`config.mk`:
```
export PLATFORM = sky130hd
export DESIGN_NAME = apb_master_arb
export DESIGN_NICKNAME = d
export VERILOG_FILES = /design/src/rtl/apb_master_arb.sv
export SDC_FILE = /design/constraint.sdc
export NUM_CORES = 1
export LEC_CHECK = 0
export ABC_AREA = 1
export ABC_CLOCK_PERIOD_IN_PS = 2300
export CORE_MARGIN = 10
export CORE_UTILIZATION = 36
export DETAILED_ROUTE_END_ITERATION = 16
export PLACE_DENSITY = 0.78
export RECOVER_POWER = 50
export SLEW_MARGIN = 20
export SYNTH_ARGS = -nofsm -noshare
export SYNTH_HDL_FRONTEND = slang
export SYNTH_SLANG_ARGS = --single-unit
```
`constraint.sdc`:
```
create_clock -name PCLK -period 2.3 [get_ports PCLK]
set_input_delay 0.46 -clock PCLK [delete_from_list [all_inputs] [get_ports PCLK]]
set_output_delay 0.46 -clock PCLK [all_outputs]
set_load 0.02 [all_outputs]
```
`src/rtl/apb_master_arb.sv`:
```
// apb_master_arb: two-requester round-robin APB master driving NSLV slaves.
// Ports:
//   PCLK, PRESET (sync, active-high)
//   req_valid/req_write [1:0], req_addr/req_wdata [63:0] (32 bits per requester)
//   req_ack [1:0] (comb, one-hot)
//   rsp_valid [1:0], rsp_rdata [31:0], rsp_err
//   PSEL [NSLV-1:0], PENABLE, READ_WRITE, PADDR, PWDATA
//   PRDATA, PREADY
// Optional macro APB_TIMEOUT_EN: aborts an ACCESS phase after TIMEOUT waits.
module apb_master_arb #(
    parameter int NSLV    = 2,
    parameter int SEL_LSB = 6,
    parameter int TIMEOUT = 16
) (
    input  logic            PCLK,
    input  logic            PRESET,
    input  logic [1:0]      req_valid,
    input  logic [1:0]      req_write,
    input  logic [63:0]     req_addr,
    input  logic [63:0]     req_wdata,
    output logic [1:0]      req_ack,
    output logic [1:0]      rsp_valid,
    output logic [31:0]     rsp_rdata,
    output logic            rsp_err,
    output logic [NSLV-1:0] PSEL,
    output logic            PENABLE,
    output logic            READ_WRITE,
    output logic [31:0]     PADDR,
    output logic [31:0]     PWDATA,
    input  logic [31:0]     PRDATA,
    input  logic            PREADY
);

    localparam int SELW = (NSLV > 1) ? $clog2(NSLV) : 1;

    typedef enum logic [1:0] {IDLE, SETUP, ACCESS, DERR} state_t;

    state_t          state, state_nxt;
    logic            last_grant;
    logic            owner;
    logic [SELW-1:0] sel_idx;
    logic            arb, any, g;
    logic [31:0]     g_addr, g_wdata, g_hi;
    logic            g_write, dec_err, done, tmo;

    always_comb begin
        any = |req_valid;
        arb = (state == IDLE) || (state == ACCESS && PREADY);
        unique case (1'b1)
            (req_valid == 2'b11): g = ~last_grant;
            (req_valid == 2'b10): g = 1'b1;
            default:              g = 1'b0;
        endcase
        g_addr  = g ? req_addr[63:32]  : req_addr[31:0];
        g_wdata = g ? req_wdata[63:32] : req_wdata[31:0];
        g_write = g ? req_write[1]     : req_write[0];
        // Full upper field is compared so out-of-range indices that alias
        // into SELW bits still raise a decode error.
        g_hi    = g_addr >> SEL_LSB;
        dec_err = (g_hi >= 32'(NSLV));
        done    = (state == ACCESS) && PREADY;
    end

`ifdef APB_TIMEOUT_EN
    logic [31:0] cnt;

    // Fires on the wait cycle whose increment would make cnt == TIMEOUT.
    assign tmo = (state == ACCESS) && !PREADY && (cnt == 32'(TIMEOUT - 1));

    always_ff @(posedge PCLK) begin
        if (PRESET)
            cnt <= '0;
        else if (state_nxt == SETUP)
            cnt <= '0;
        else if (state == ACCESS && !PREADY)
            cnt <= cnt + 32'd1;
    end
`else
    assign tmo = 1'b0;
`endif

    always_ff @(posedge PCLK) begin
        if (PRESET)
            state <= IDLE;
        else
            state <= state_nxt;
    end

    always_comb begin
        state_nxt = state;
        unique case (state)
            IDLE: begin
                if (any)
                    state_nxt = dec_err ? DERR : SETUP;
            end
            SETUP:
                state_nxt = ACCESS;
            ACCESS: begin
                if (PREADY) begin
                    if (any)
                        state_nxt = dec_err ? DERR : SETUP;
                    else
                        state_nxt = IDLE;
                end else if (tmo) begin
                    state_nxt = IDLE;
                end
            end
            DERR:
                state_nxt = IDLE;
            default:
                state_nxt = IDLE;
        endcase
    end

    always_comb begin
        req_ack = 2'b00;
        if (arb && any)
            req_ack = g ? 2'b10 : 2'b01;
        PENABLE = (state == ACCESS);
        for (int i = 0; i < NSLV; i++)
            PSEL[i] = (state == SETUP || state == ACCESS) &&
                      (sel_idx == SELW'(i));
    end

    always_ff @(posedge PCLK) begin
        if (PRESET) begin
            PADDR      <= '0;
            PWDATA     <= '0;
            READ_WRITE <= 1'b0;
            last_grant <= 1'b1;
            owner      <= 1'b0;
            sel_idx    <= '0;
            rsp_valid  <= 2'b00;
            rsp_rdata  <= '0;
            rsp_err    <= 1'b0;
        end else begin
            rsp_valid <= 2'b00;
            rsp_rdata <= '0;
            rsp_err   <= 1'b0;
            if (done) begin
                rsp_valid <= owner ? 2'b10 : 2'b01;
                rsp_rdata <= READ_WRITE ? 32'd0 : PRDATA;
            end else if (state == DERR || tmo) begin
                rsp_valid <= owner ? 2'b10 : 2'b01;
                rsp_err   <= 1'b1;
            end
            if (|req_ack) begin
                PADDR      <= g_addr;
                PWDATA     <= g_wdata;
                READ_WRITE <= g_write;
                last_grant <= g;
                owner      <= g;
                sel_idx    <= g_addr[SEL_LSB +: SELW];
            end
        end
    end

endmodule

```
# Yosys cells after proc, flatten, opt, wreduce, memory -nomap -nowiden
# Cells that the tools add are included.
[word_totals]
inputBits = 167
mem_bits_ro = 0
ram_bits = 0
output_inout_bits = 105
regBits = 105
latch_bits = 0
word_cells = 48
memories = 0
[op_classes]
bitwise = 3
shifts = 0
magnitude_cmp = 1
eq_ne = 7
div_mod_pow = 0
n_reduce_logical = 12
mux = 15
n_mul = 0
addsub = 0
[op_table]
columns = ["operator", "count"]
rows = [
  ["2-to-1 mux 32 bit", 2],
  ["greater-or-equal comparator 26 x 2 -> 1 bit, second input constant", 1],
  ["2-to-1 mux 2 bit", 9],
  ["== test 2 bit, second input constant", 4],
  ["case mux 2 bit (4 select lines)", 1],
  ["OR reduction 2 bit", 3],
  ["logical AND 1 bit", 4],
  ["inverter 1 bit", 3],
  ["OR reduction 3 bit", 1],
  ["== test 2 x 1 -> 1 bit, second input constant", 1],
  ["logical NOT 2 bit", 1],
  ["logical OR 1 bit", 2],
  ["2-to-1 mux 1 bit", 2],
  ["inequality test 2 x 1 -> 1 bit, second input constant", 1],
  ["inequality test 2 bit, second input constant", 1],
  ["case mux 1 bit (2 select lines)", 1],
  ["AND reduction 2 bit", 1],
]

# Longest topological paths before layout
[depth]
word_depth = 8
mapped_depth = 12
ltp_nobuf = 11

# Least setup slack after synthesis
# OpenSTA, ideal clock, no wires.
[synth_timing]
path_kind = "reg2out"
start = "register state[0]"
end = "output port req_ack[0]"
required_ns = 1.840
arrival_ns = 1.559
n_path_buf = 1
path_stages_with_launch = 8
slack_ns = 0.281
path_cell_list = "dfxtp_1 > inv_1 > ha_1 > nand2_1 > a21oi_4 > inv_2 > nor2_1 > buf_2"
[synth_between]
elab_chain_cells = 5
elab_cells_between_ends = 6
cone_classes = "eq/ne (1); mux (1); reduce/logical (4)"
[synth_rtl]
columns = ["element", "line_no", "source"]
rows = [
  ["start: declaration", "38", "state_t state, state_nxt;"],
  ["start signal: assignment", "86", "state <= state_nxt;"],
  ["== test 2 bit", "n/a", ""],
  ["via PENABLE", "26", "output logic PENABLE,"],
  ["logical AND 1 bit", "48", "arb = (state == IDLE) || (state == ACCESS && PREADY);"],
  ["logical OR 1 bit", "48", ""],
  ["logical AND 1 bit", "117", "if (arb && any)"],
  ["2-to-1 mux 2 bit", "117", ""],
  ["end: declaration", "21", "output logic [1:0] req_ack,"],
]
# The timed path passes the listed nets, and every way through them passes these cells.

# Worst setup path in the final report
[layout_timing]
start = "register state[0]"
end = "output port PENABLE"
[layout_between]
elab_chain_cells = 1
[layout_rtl]
columns = ["element", "line_no", "source"]
rows = [
  ["== test 2 bit", "119", "PENABLE = (state == ACCESS);"],
  ["end: declaration", "26", ""],
]
# No other way between the ends.

==> reports/metrics.yaml <==
floorplan:
  initial_utilization_pct: 36.7
  dieArea_um2: 16300
  die_x_um: 128
  core_um2: 11400
  die_y_um: 128
  rows: 39
  top_level_ports: 272
detailed_routing:
  post_drt_via_cell_ratio: 4.80
  first_pass_iters: 5
  wl_per_cell_um: 16.6
  vias: 4745
  wl_mm: 16.4
  post-route-drc-count: 0
  drtIter0Drc: 329
  ant_nets: 0
final_layout:
  diodes: 0
  fillers: 968
  layout-drive-gt1-share_pct: 5.09
  final_cells: 988
  syn_to_final_growth_pct: 76.0
  layout.nets: 1011
worst_setup_path:
  worstSetupStartpointType: "flip-flop"
  worstPathRequired_ps: 1840
  critPathCaptureType: "output pin"
  crit_chain: "inv_1, ha_1, buf_4, clkdlybuf4s50_1"
  crit_fanout: 4
  critPathArrivalTime_ps: 1710
  critPathMaxStageDelay_ps: 550
  crit_type: "flip-flop to output pin"
  slowest_stage: "clkdlybuf4s50_1"
  reg2reg_slack_ps: 370
clock_network:
  clkLatencyLatePin_ps: 340
  cts_tree: "yes"
  clockBufferDepth: 2
  numClockSinks: 104
  root_buffer: "clkbuf_16"
  cts_buffers: 9
  cts_htree_levels: 3
  clk_pin_slew_ps: 70
timing:
  setup_viol: 0
  fmax_mhz: 460
  finalCritPeriodShare_pct: 94.6
  finalCriticalPeriod_ps: 2170
  finClkSkew_ps: 7.55
  rsz0062_at_grt: "no"
  slew_viol_final: 0
  holdWs_ps: 481
  hold_violations: 0
  worst_pin_slew_ps: 593
  slew_headroom_pct: 60.5
yosys:
  syn_area_per_cell_um2: 7.26
  synth_nets: 745
  synth.distinct_cells: 18
  synth_cells: 574
  synth-seq-cells: 104
  yosys_warnings: 0
  syn-cell-area_um2: 4170
  ys_seq_area_share_pct: 49.9
global_routing:
  grt_max_degree: 51
  grt_pass1_vias: 4809
  grt_overflow: 0
  track_usage_pct: 19.4
  grt_pass1_wl_mm: 25.4
  antenna_found_initial: 0
job:
  cap_violations: 0
placed_design:
  gp_congestion: 0.818
  placed_cells: 972
  hpwl_mm: 13.0
  portBuffers: 271
min_path:
  hp-class: "flip-flop to flip-flop"
power:
  power.leakage_nw: 3.27
  pwr_density_cell_nw_per_um2: 977
  ir_worst_vdd_mv: 0.651
status:
  status: "finished clean"
==> where the power goes <==
group | switching (mW) | internal [mW] | leakage, nW
clock | 0.686 | 0.844 | 0.138
sequential | 0.224 | 2.24 | 0.853
combinational | 1.84 | 1.34 | 2.28
==> state kept, by name, indices dropped and copies added, names as in the netlist <==
| signal | count |
|---|---|
| owner | 1 |
| state | 2 |
| rsp_valid | 2 |
| rsp_rdata | 32 |
| READ_WRITE | 1 |
| last_grant | 1 |
| PWDATA | 32 |
| rsp_err | 1 |
| PADDR | 32 |
==> cells by family after synthesis <==
logic type      count (synthesis)  share of synthesized area, %
buf+inv                        96                          9.09
simple gates                  269                          25.8
compound gates                101                          14.0
fa+ha+maj                       4                          1.20
flops                         104                          49.9
==> through the flow <==
| stage | worst slack, ps | area, um^2 | TNS [ps] | total power [mW] | utilization, % |
|---|---|---|---|---|---|
| after floorplan | 281 | 4170 | 0 | 4.18 | - |
| after global placement | -238 | 7060 | -458 | 5.74 | 62.1 |
| after detailed placement | -262 | 7060 | -480 | 5.81 | 62.1 |
| after CTS | 2.10 | 7350 | 0 | 7.33 | 64.6 |
| after global routing | 43.5 | 7340 | 0 | 7.61 | 64.5 |
| final | 125 | 7340 | 0 | 7.17 | 64.5 |
==> per-layer routing <==
| metal | up-vias | routed length (um) | part of all wire (%) | GRT usage, % |
|---|---|---|---|---|
| met2 | 207 | 8140 | 50 | 33.0 |
| met4 | 0 | 448 | 2.7 | 8.48 |
| li1 | 2360 | - | - | - |
| met3 | 28 | 1710 | 10 | 8.52 |
| met5 | - | 0 | 0 | 0 |
| met1 | 2150 | 6130 | 37 | 20.3 |
==> worst paths after layout <==
path | start | to | cells past startpoint
max reg2reg | state[0]$_SDFFE_PP0P_ | PWDATA[0]$_SDFFE_PP0P_ | 9
max | state[0]$_SDFFE_PP0P_ | PENABLE | 4
min | owner$_SDFFE_PP0P_ | rsp_valid[1]$_SDFF_PP0_ | 2
min reg2reg | owner$_SDFFE_PP0P_ | rsp_valid[1]$_SDFF_PP0_ | 2
==> layout make-up <==
class / instances / area (um^2) / share of cell area (%)
clock buffer: 9 / 225 / 3.07
tap: 143 / 179 / 2.44
multi-input combinational: 374 / 1710 / 23.3
inverter: 61 / 229 / 3.12
timing repair buffer: 290 / 2840 / 38.7
clock inverter: 7 / 71.3 / 0.972
sequential: 104 / 2080 / 28.4
==> timing repair <==
item | in CTS | in global routing
cloned | 0 | 0
hold buffers | 0 | 0
pin swaps | 0 | 0
buffers inserted | 0 | 0
gates resized for setup | 5 | 3
setup endpoints to repair | 4 | 2
==> critical path, delay by kind of cell, from the launching register on <==
family / cells / cell delay, ps
buf+inv: 3 / 790
flops: 1 / 370
fa+ha+maj: 1 / 210
==> placed cells by master, fill, tap and decap left out, drive strengths merged, types with 2 or more instances in the layout <==
| master | Yosys | routed |
|---|---|---|
| dlygate4sd3 | 0 | 66 |
| inv | 61 | 62 |
| nand3b | 14 | 14 |
| buf | 14 | 17 |
| ha | 4 | 4 |
| a31oi | 51 | 51 |
| a21oi | 19 | 19 |
| o22ai | 2 | 2 |
| dfxtp | 104 | 104 |
| nand2 | 196 | 196 |
| clkinvlp | 0 | 3 |
| nor2 | 51 | 51 |
| clkdlybuf4s50 | 0 | 201 |
| o21ai | 29 | 29 |
| clkinv | 0 | 2 |
| clkbuf | 21 | 13 |
| nand3 | 8 | 8 |
| dlygate4sd2 | 0 | 2 |
==> synthesized netlist by cell type, drive strengths merged <==
library cell / count / share of area, %
a31oi: 51 / 7.7
nand3: 8 / 0.96
ha: 4 / 1.2
dfxtp: 104 / 50
nand2: 196 / 18
buf: 14 / 1.7
o22ai: 2 / 0.30
a21oi: 19 / 2.6
nor2: 51 / 4.6
inv: 61 / 5.5
o21ai: 29 / 3.5
clkbuf: 21 / 1.9
nand3b: 14 / 2.5
Power figures use the tool's default switching activity.
